<file path="src/rtl/mat_mul_pkg.sv">
// Shared types and constants for the matrix-multiply controller.
//   N    : rows of A / columns of B
//   K    : dot-product length (bytes per operand row)
//   OPW  : operand element width
//   RESW : signed result width
package mat_mul_pkg;

    localparam int unsigned N    = 4;
    localparam int unsigned K    = 16;
    localparam int unsigned OPW  = 8;
    localparam int unsigned RESW = 20;
    localparam int unsigned ROWW = K * OPW;
    localparam int unsigned IDXW = $clog2(N);

    // One operand row: byte n is element n.
    typedef logic [ROWW-1:0] row_t;

    typedef enum logic [1:0] {
        IDLE,
        RUN,
        DRAIN,
        OUT
    } state_t;

endpackage

</file>
<file path="src/rtl/mm_operand_bank.sv">
// N-entry operand register file: one synchronous write port, one
// combinational read port.
//   clk     : clock
//   we      : write enable
//   waddr   : write entry
//   wdata   : write row
//   raddr   : read entry
//   rdata_c : read row (combinational)
module mm_operand_bank
    import mat_mul_pkg::*;
(
    input  logic            clk,
    input  logic            we,
    input  logic [IDXW-1:0] waddr,
    input  row_t            wdata,
    input  logic [IDXW-1:0] raddr,
    output row_t            rdata_c
);

    row_t mem [N];

    // Storage is intentionally not reset; only control state is.
    always_ff @(posedge clk) begin
        if (we) begin
            mem[waddr] <= wdata;
        end
    end

    assign rdata_c = mem[raddr];

endmodule

</file>
<file path="src/rtl/mat_mul_ctrl.sv">
// Matrix-multiply controller: loads A rows / B columns, streams the N*N
// operand pairs to an external 2-cycle mac, collects the results and
// hands them out over a valid/ready port.
//   clk, reset                 : clock, async active-high reset
//   ld_valid/ld_ready/ld_sel/
//   ld_row/ld_data             : operand load port (sel 0 = A, 1 = B)
//   start, busy, done          : control
//   mac_x, mac_y               : operand pairs to the mac
//   mac_reset_mul/add, mac_out : mac clears and result
//   res_valid/res_ready/
//   res_data/res_idx           : result port, idx = i*N+j
module mat_mul_ctrl
    import mat_mul_pkg::*;
#(
    parameter int unsigned N = 4,
    parameter int unsigned K = 16
) (
    input  logic                       clk,
    input  logic                       reset,
    input  logic                       ld_valid,
    output logic                       ld_ready,
    input  logic                       ld_sel,
    input  logic [$clog2(N)-1:0]       ld_row,
    input  logic [K*OPW-1:0]           ld_data,
    input  logic                       start,
    output logic                       busy,
    output logic                       done,
    output logic [K*OPW-1:0]           mac_x,
    output logic [K*OPW-1:0]           mac_y,
    output logic                       mac_reset_mul,
    output logic                       mac_reset_add,
    input  logic [RESW-1:0]            mac_out,
    output logic                       res_valid,
    input  logic                       res_ready,
    output logic [RESW-1:0]            res_data,
    output logic [$clog2(N*N)-1:0]     res_idx
);

    localparam int unsigned NR = N * N;
    localparam int unsigned KW = $clog2(NR);
    localparam int unsigned AW = $clog2(N);

    state_t          state, state_nxt;
    logic [KW-1:0]   issue_k;
    logic [KW-1:0]   out_idx;
    logic            drain_cnt;
    logic            tag0_v, tag1_v;
    logic [KW-1:0]   tag0_k, tag1_k;
    logic [RESW-1:0] res_buf [NR];
    row_t            a_row, b_row;
    logic            ld_fire;

    assign ld_fire = ld_valid & ld_ready;

    // Operand banks; read addresses follow the issue index i = k/N, j = k%N.
    mm_operand_bank u_bank_a (
        .clk     (clk),
        .we      (ld_fire & ~ld_sel),
        .waddr   (ld_row),
        .wdata   (ld_data),
        .raddr   (AW'(issue_k >> AW)),
        .rdata_c (a_row)
    );

    mm_operand_bank u_bank_b (
        .clk     (clk),
        .we      (ld_fire & ld_sel),
        .waddr   (ld_row),
        .wdata   (ld_data),
        .raddr   (AW'(issue_k)),
        .rdata_c (b_row)
    );

    // State register.
    always_ff @(posedge clk or posedge reset) begin
        if (reset) begin
            state <= IDLE;
        end else begin
            state <= state_nxt;
        end
    end

    // Next state and control outputs.
    always_comb begin
        state_nxt     = state;
        ld_ready      = 1'b0;
        busy          = 1'b1;
        done          = 1'b0;
        mac_x         = '0;
        mac_y         = '0;
        mac_reset_mul = 1'b0;
        mac_reset_add = 1'b0;
        res_valid     = 1'b0;
        case (state)
            IDLE: begin
                ld_ready      = 1'b1;
                busy          = 1'b0;
                mac_reset_mul = 1'b1;
                mac_reset_add = 1'b1;
                if (start) begin
                    state_nxt = RUN;
                end
            end
            RUN: begin
                mac_x = a_row;
                mac_y = b_row;
                if (issue_k == KW'(NR - 1)) begin
                    state_nxt = DRAIN;
                end
            end
            DRAIN: begin
                // Two cycles let the last issue reach the result buffer.
                if (drain_cnt) begin
                    state_nxt = OUT;
                end
            end
            OUT: begin
                mac_reset_mul = 1'b1;
                mac_reset_add = 1'b1;
                res_valid     = 1'b1;
                if (res_ready && (out_idx == KW'(NR - 1))) begin
                    done      = 1'b1;
                    state_nxt = IDLE;
                end
            end
            default: state_nxt = IDLE;
        endcase
    end

    // Counters and the (valid, k) tag pipeline matching mac latency.
    always_ff @(posedge clk or posedge reset) begin
        if (reset) begin
            issue_k   <= '0;
            out_idx   <= '0;
            drain_cnt <= 1'b0;
            tag0_v    <= 1'b0;
            tag0_k    <= '0;
            tag1_v    <= 1'b0;
            tag1_k    <= '0;
        end else begin
            issue_k   <= (state == RUN) ? issue_k + 1'b1 : '0;
            drain_cnt <= (state == DRAIN) ? ~drain_cnt : 1'b0;
            if (state == OUT) begin
                if (res_ready) begin
                    out_idx <= out_idx + 1'b1;
                end
            end else begin
                out_idx <= '0;
            end
            tag0_v <= (state == RUN);
            tag0_k <= issue_k;
            tag1_v <= tag0_v;
            tag1_k <= tag0_k;
        end
    end

    // Result capture: mac_out belongs to the issue tagged two cycles ago.
    always_ff @(posedge clk) begin
        if (tag1_v) begin
            res_buf[tag1_k] <= mac_out;
        end
    end

    assign res_idx  = out_idx;
    assign res_data = res_buf[out_idx];

endmodule

</file>
<file path="config.mk">
export PLATFORM = sky130hd
export DESIGN_NAME = mat_mul_ctrl
export DESIGN_NICKNAME = d
export VERILOG_FILES = /design/src/rtl/mat_mul_pkg.sv /design/src/rtl/mm_operand_bank.sv /design/src/rtl/mat_mul_ctrl.sv
export SDC_FILE = /design/constraint.sdc
export NUM_CORES = 1
export LEC_CHECK = 0
export CAP_MARGIN = 20
export CORE_MARGIN = 3
export CORE_UTILIZATION = 49
export DETAILED_ROUTE_END_ITERATION = 8
export HOLD_SLACK_MARGIN = 0.12
export PLACE_DENSITY = 0.69
export SKIP_LAST_GASP = 1
export SYNTH_ARGS = -nofsm -noshare
export SYNTH_HDL_FRONTEND = slang
export SYNTH_SLANG_ARGS = --single-unit
</file>
<file path="constraint.sdc">
create_clock -name clk -period 32 [get_ports clk]
set_input_delay 3.2 -clock clk [delete_from_list [all_inputs] [get_ports clk]]
set_output_delay 3.2 -clock clk [all_outputs]
set_load 0.1 [all_outputs]
</file>
# Word level (Yosys, flattened, before mapping)
# Memory sizes are Yosys's and may differ from the RTL's.
# Index checks and enable logic that the tools add are counted.
# word_totals
regBits,21
mem_bits_rw,1344
input_bits,156
out_inout_bits,286
wordCells,55
mem_count,3
# memory_table
name,words,word_bits,read_ports,rd_ports_with_merged_regs,wr,line_no,rtl
u_bank_a.mem,4,128,1,0,1,mm_operand_bank.sv:20,row_t mem [N];
u_bank_b.mem,4,128,1,0,1,mm_operand_bank.sv:20,
res_buf,16,20,1,0,1,mat_mul_ctrl.sv:49,logic [RESW-1:0] res_buf [NR];
# op_classes
addsub,2
n_eq_ne,10
muxes,23
bitwise_logic,5
n_reduce_logical,4
# op_table
operator,count
2-to-1 mux 128 bit,2
2-to-1 mux 1 bit,13
2-to-1 mux 4 bit,3
"inequality test 2 bit, second input constant",5
"adder 4 x 1 -> 4 bit, second input constant",2
"equality test 4 bit, second input constant",2
2-to-1 mux 2 bit,4
case mux 2 bit (4 select lines),1
"equality test 2 bit, second input constant",2
AND reduction 4 bit,1
bitwise AND 1 bit,3
"equality test 2 x 1 -> 1 bit, second input constant",1
zero test 2 bit,1
inverter 1 bit,2
OR reduction 2 bit,1
logical AND 1 bit,1

# Logic depth before layout (Yosys ltp)
# Gate-level depths: netlist (run 1).
# logic_depth
depth_word,6
depth_mapped,7
depth_no_buf,6

# Cells and area by module
# A second synthesis (run 1) with hierarchy kept.
# hier_totals
cells_unflattened,2275
area_unflattened_um2,52147.5
# by_module_without_submodules
mod,n_inst,cells_per_inst,area_per_inst_um2,seq_area_each_um2
mm_operand_bank,2,672,18602.8,15374.7
mat_mul_ctrl,1,931,14941.8,10134.7

# Least setup slack after synthesis (run 1)
# OpenSTA, ideal clock, no wires.
# synth_timing
kind,input to register
from,input port ld_sel
to,"memory u_bank_a.mem[2][0] (netlist bit), enable pin"
setup_time_ns,0.774
arrival_time_ns,12.034
required_ns,31.226
slack_ns,19.192
cell_stages,1
n_path_buf,0
path_cell_list,nor3_1
# synth_between
elab_chain_len,4
# synth_rtl
item,line_no,rtl
start: declaration,mat_mul_ctrl.sv:22,"input logic ld_sel,"
inverter 1 bit,mat_mul_ctrl.sv:58,".we (ld_fire & ~ld_sel),"
bitwise AND 1 bit,mat_mul_ctrl.sv:58,
2-to-1 mux 1 bit,mm_operand_bank.sv:24,if (we) begin
2-to-1 mux 1 bit (not written as such),mm_operand_bank.sv:25,mem[waddr] <= wdata;
end: declaration,mm_operand_bank.sv:20,
# No other way between the ends.

# Worst setup path in the final report (run 1)
# layout_timing
from,input port res_ready
to,output port done
# layout_between
elab_chain_len,3
# layout_rtl
item,line_no,rtl
start: declaration,mat_mul_ctrl.sv:34,"input logic res_ready,"
logical AND 1 bit,mat_mul_ctrl.sv:121,if (res_ready && (out_idx == KW'(NR - 1))) begin
2-to-1 mux 1 bit,mat_mul_ctrl.sv:121,
2-to-1 mux 1 bit,mat_mul_ctrl.sv:94,case (state)
end: declaration,mat_mul_ctrl.sv:27,"output logic done,"
# No other way between the ends.

==> impl_results.md, run 1 <==
- Synthesized instance count: around 2,200
- Sequential-to-total area share from yosys stat: 0.7929
- Drt pass-1 iters: 5
- H-tree Lvls: 4
- Worst Slack Setup Final: ~24 ns
- Synthesized cell area: 51,570 sq um
- VDD IR max: 0.00008732 V
- Largest net degree at the start of global routing: between 100 and 150
- 1st-iter DRT viols: ~2,200
- Setup TNS: 0 ns
- Worst Path Class, Setup: in2out
- Final hold violation count: 0
- Sink of the worst hold path: tag1_v
- CTS sink count: around 1,400
- Vias in the first global route: about 26,000
- CP max FO: 5
- Initial Util: 0.4961
- Fillers: between 7,000 and 8,000
- Reg2reg setup slack: roughly 29 ns
- Root Driver: clkbuf_16
- Via density per instance: about 5.7
- Final Max Slew Viols: 0
- Hold depth: 0
- Core region area: slightly above 100,000 sq um
- Vias: 24,219
- Outcome: finished, final reports clean
- Num CTS Buffers: ~140
- Yosys warns: 0
- Largest family of logic cells by synthesized area: multiplexers
- Avg WL per Cell: 27.83 um
- Leak: ~19 nW
- Slew @ Worst Pin: about 1.3 ns
- Final net count: approximately 2,900
- Post-Synth XOR/XNOR Area: 0.0008492
- Synth top area share: 0.7827
- Post-cts resize count: 0
- Pre-CTS setup slack: about 24 ns
- Synth top area cells: edfxtp_1, mux4_2, and2_1
- Final antenna-violating net count: 0
- DIE AREA: about 110,000 sq um
- Initial antenna violation count: 15
- Worst setup SP type: primary input
- Fraction of the mapped netlist area in adder cells: 0.001698
- RR Endpoint: u_bank_a.mem[1][13]
- Mean Syn Cell Area: approximately 23 sq um
- Final setup vio count: 0
- Max frequency: 118.7 MHz
- Hold Path Origin: tag0_v
- Hold-fix buffers, CTS: 0
- Longest Clk Path Bufs: 3
- Power Density: 84.18 nW/um^2
- CP required: between 20 and 30 ns
- Syn nets: 2,376
- # IOs: 442
- Global-route wire length before repair: roughly 170,000 um
- RD Place Congestion: 0.7540
- Setup bufs post-CTS: 0
- Synthesized-area fraction occupied by and/or/nand/nor cells: 0.03805
- Clock Latency Late Sink: ~0.73 ns
- Synthesis-stage register bit count: about 1,400
- CTS tree: done
- RSZ-0062 raised after global routing: false
- R2R depth: 7
- Die Height: roughly 330 um
- Share of cells above drive strength 1: 0.2099
- GRT Util Overall: 0.2189
- Multiplexer share of the synthesized area: 0.1473
- Worst hold path class: reg2reg
- Row Count: ~120
- Critical Path AT: about 5.2 ns
- Layout area overhead: 20.38%
- Distinct cells, synth: 26
- Compound-Gate Fraction of Synth Area: 0.005993
- Setup crit end kind: primary output
- Synth area leader: edfxtp_1
- Fin crit share: 0.2633
- Clock slew at reported path FFs: ~0.06 ns
- Total Wirelength: about 120,000 um
- Reg2reg start: state[0]
- Max-cap violations: 0
- DR DRC count: 0
- Grt total ovfl: 0
- I/O Buffers: 441
- Final Skew: 0.01370 ns
- Period minus WS final: around 8.4 ns
- Die W: 330.4 um
- Headroom to the max-slew limit: 0.1040
- Dpl hpwl: approximately 64,000 um
-- flip-flops by register name, summed over array words and instances (netlist names) --
signal        cells
tag1_v            1
u_bank_a.mem    512
tag0_k            4
u_bank_b.mem    512
tag1_k            4
state             2
res_idx           4
tag0_v            1
issue_k           4
drain_cnt         1
res_buf         320
-- cell families (layout without fill, tap and decap cells) --
kind of cell / Yosys count / after routing
flip-flops: 1365 / 1365
multiplexers: 339 / 339
AND/OR/NAND/NOR: 335 / 335
buffers and inverters: 121 / 738
AO/OA/AOI/OAI: 41 / 41
adder cells (fa/ha/maj): 7 / 7
XOR/XNOR: 5 / 5
other: 0 / 13
-- power breakdown --
part / internal [mW] / leakage (nW) / switching, mW / total [mW]
combinational: 0.409 / 4.71 / 1.18 / 1.59
clock: 0.925 / 2.17 / 0.647 / 1.57
sequential: 2.03 / 12.4 / 0.0372 / 2.06
total: 3.36 / 19.3 / 1.87 / 5.23
-- synthesized netlist by cell type (all sizes together) --
cell,count
buf,66
nand4,2
a221oi,1
nand3b,3
or3,1
clkbuf,48
mux4,336
xor2,3
dfrtp,21
nor3,6
or3b,1
ha,7
mux2i,3
nand2,26
nand3,4
inv,7
and2,260
edfxtp,1344
nor2,25
a22oi,40
nand2b,3
nor2b,4
xnor2,2
-- worst max-delay path, cell delays in order --
cell and delay [ns]:
clkdlybuf4s50_1 0.59, nand4_1 0.16, nor2_1 0.13, clkdlybuf4s50_1 1.14
-- placed cells by master, fill, tap and decap left out, drive strengths merged, types with 25 or more instances in the layout --
| cell type | n |
|---|---|
| edfxtp | 1344 |
| clkdlybuf4s50 | 441 |
| mux4 | 336 |
| and2 | 260 |
| clkbuf | 178 |
| clkinv | 46 |
| buf | 44 |
| a22oi | 40 |
| nand2 | 26 |
| nor2 | 25 |
-- final cells by class --
class	count	area, sq um	share of cell area
repair buffers	485	4852	0.07817
clock inverters	68	659.4	0.01062
flip-flops and latches	1365	40900	0.6590
inverters	7	26.28	0.0004233
well taps	1380	1727	0.02782
multi-input cells	727	10090	0.1625
diodes	13	32.53	0.0005241
clock buffers	178	3782	0.06093
-- how the worst max path moves through the flow --
| stage | from | end | cells past startpoint |
|---|---|---|---|
| floorplan | ld_sel | u_bank_a.mem[2][0] | 1 |
| global route | issue_k[0] | mac_y[50] | 5 |
| finish | res_ready | done | 4 |
| detailed placement | res_ready | done | 4 |
| CTS | res_ready | done | 4 |
| global placement | res_ready | done | 4 |
-- routing by layer --
layer / vias to the layer above / track usage / wire length, um
li1: 10202 / - / -
met1: 12944 / 0.2827 / 45200
met2: 898 / 0.3577 / 59210
met3: 165 / 0.07349 / 10520
met4: 10 / 0.06221 / 2518
met5: - / 0 / 68
-- through the flow --
step	std cells	instance area, sq um	hold WS (ns)	power (mW)	util
2_1_floorplan	2213	51570	0.3312	3.292	-
3_3_place_gp	3962	57560	0.3327	3.695	0.5538
3_5_place_dp	3963	57580	0.3347	3.701	0.5540
4_1_cts	4209	62020	0.3377	5.278	0.5967
5_1_grt	4214	62050	0.3569	5.395	0.5970
6_report	4223	62070	0.3376	5.226	0.5972
Power figures use the tool's default switching activity.
==> inputs of run 2 (changes only) <==
==> constraint.sdc (replaced) <==
create_clock -name clk -period 8.2 [get_ports clk]
set_input_delay 0.82 -clock clk [delete_from_list [all_inputs] [get_ports clk]]
set_output_delay 0.82 -clock clk [all_outputs]
set_load 0.1 [all_outputs]
==> impl_results.md, run 2 (same netlist as run 1, synthesis figures left out) <==
- Setup TNS: 0 ns
- Global-route wire length before repair: roughly 170,000 um
- Worst Slack Setup Final: ~2.8 ns
- Top flop regs: u_bank_a.mem: 512 flops, u_bank_b.mem: 512 flops, res_buf: 320 flops
- Grt total ovfl: 0
- CTS sink count: about 1,400
- DIE AREA: around 110,000 sq um
- Vias in the first global route: 25,536
- Num CTS Buffers: 140
- Row Count: between 100 and 150
- Initial Util: 0.4961
- Layout area overhead: 20.53%
- RR Endpoint: u_bank_b.mem[2][38]
- CP max FO: 57
- Non-filler instance count after layout: 4,229
- Fillers: around 7,300
- GRT Util Overall: 0.2168
- Dpl hpwl: approximately 64,000 um
- Reg2reg start: state[0]
- H-tree Lvls: 4
- Clock Latency Late Sink: between 0.7 and 0.8 ns
- Root Driver: clkbuf_16
- Worst Path Class, Setup: reg2out
- Drt pass-1 iters: 7
- Via density per instance: 5.768
- Largest net degree at the start of global routing: approximately 250
- CTS tree: done
- # IOs: about 440
- R2R depth: 5
- Slew @ Worst Pin: ~1.5 ns
- CP required: ~7.4 ns
- RD Place Congestion: between 0.7 and 0.8
- Placed insts: just under 4,000
- Multi-input gate area: about 10,000 sq um
- Worst setup SP type: flip-flop
- Leak: between 15 and 20 nW
- Period minus WS final: 5.351 ns
- Final Max Slew Viols: 28
- Final net count: between 2,000 and 3,000
- Final antenna-violating net count: 0
- Pre-CTS setup slack: between 3 and 4 ns
- 1st-iter DRT viols: between 2,000 and 2,500
- Die W: 330.4 um
- Reg2reg setup slack: about 4.7 ns
- Total Wirelength: between 100,000 and 150,000 um
- Clock slew at reported path FFs: 0.06 ns
- DR DRC count: 0
- Longest Clk Path Bufs: 3
- Fin crit share: 0.6526
- VDD IR max: roughly 0.00038 V
- Share of cells above drive strength 1: 0.2116
- Vias: ~24,000
- Avg WL per Cell: approximately 28 um
- Final setup vio count: 0
- Final hold violation count: 0
- RSZ-0062 raised after global routing: false
- Outcome: complete, but fails checks
- Final Skew: between 0.015 and 0.02 ns
- Core region area: 103,900 sq um
- Max frequency: roughly 190 MHz
- Max-cap violations: 0
- I/O Buffers: about 440
- Pwr Total: between 20 and 25 mW
- Most frequent cells in the layout: edfxtp_1, clkdlybuf4s50_1, mux4_2
- Failing checks: slew limit
- FF+latch area: about 41,000 sq um
- Hold Path Origin: tag0_k[3]
- Hold depth: 0
- Initial antenna violation count: 17
- Headroom to the max-slew limit: -0.01299
- Worst hold path class: reg2reg
- Die Height: approximately 330 um
- Critical Path AT: between 4 and 5 ns
- Setup crit end kind: primary output
- Final Util: 0.5980
- Most common cell after layout, fill and taps aside: edfxtp_1
- Sink of the worst hold path: tag1_k[3]
- Post-cts resize count: 0
- Power Density: 328.2 nW/um^2
- Setup bufs post-CTS: 0
- Hold-fix buffers, CTS: 0
run 2: cell count changes in the layout (fill, tap and decap cells not counted), sizes merged:
cell | previous run | this run
clkbuf | 178 | 169
clkinv | 46 | 60
inv | 13 | 14
run 2: final cells by class:
class | count | area share
Tap cell | 1380 | 0.02778
Inverter | 7 | 0.0004227
Clock buffer | 169 | 0.05929
Clock inverter | 83 | 0.01274
Sequential cell | 1365 | 0.6581
Timing Repair Buffer | 485 | 0.07859
Antenna cell | 13 | 0.0005234
Multi-Input combinational cell | 727 | 0.1625
run 2: report_power, final:
| group | total [mW] | internal, mW | switching (mW) | leakage (nW) |
|---|---|---|---|---|
| logic | 6.23 | 1.62 | 4.62 | 4.73 |
| clock network | 6.14 | 3.57 | 2.57 | 2.18 |
| registers | 8.03 | 7.91 | 0.118 | 12.4 |
run 2: per-layer routing:
| metal | GRT usage | vias up | routed length [um] |
|---|---|---|---|
| met4 | 0.07079 | 4 | 2906 |
| li1 | - | 10217 | - |
| met3 | 0.06212 | 174 | 9518 |
| met2 | 0.3426 | 879 | 57810 |
| met1 | 0.2945 | 13118 | 46870 |
| met5 | 0 | - | 23 |
run 2: through the flow:
stage                     area (sq um)  hold WS, ns
after floorplan                  51580       0.3312
after global placement           57580       0.3322
after detailed placement         57600       0.3347
after CTS                        62070       0.3474
after global routing             62140       0.3532
final                            62150       0.3467
run 2: worst max-delay path by stage:
stage                     startpoint                 end  slack (ns)  cells after the start
after global routing      res_idx[0]        res_data[17]        2.57                      5
after floorplan             state[0]  u_bank_a.mem[0][0]       -0.40                      5
final                     issue_k[3]           mac_x[98]        2.85                      4
after global placement    res_idx[0]        res_data[15]        3.52                      5
after CTS                 res_idx[0]        res_data[15]        2.69                      5
after detailed placement  res_idx[0]        res_data[15]        3.51                      5
run 2: critical path, stage by stage, from the launching register on:
cell	delay, ns
dfrtp_4	1.10
buf_4	0.84
mux4_2	0.35
and2_1	0.27
clkdlybuf4s50_1	1.19
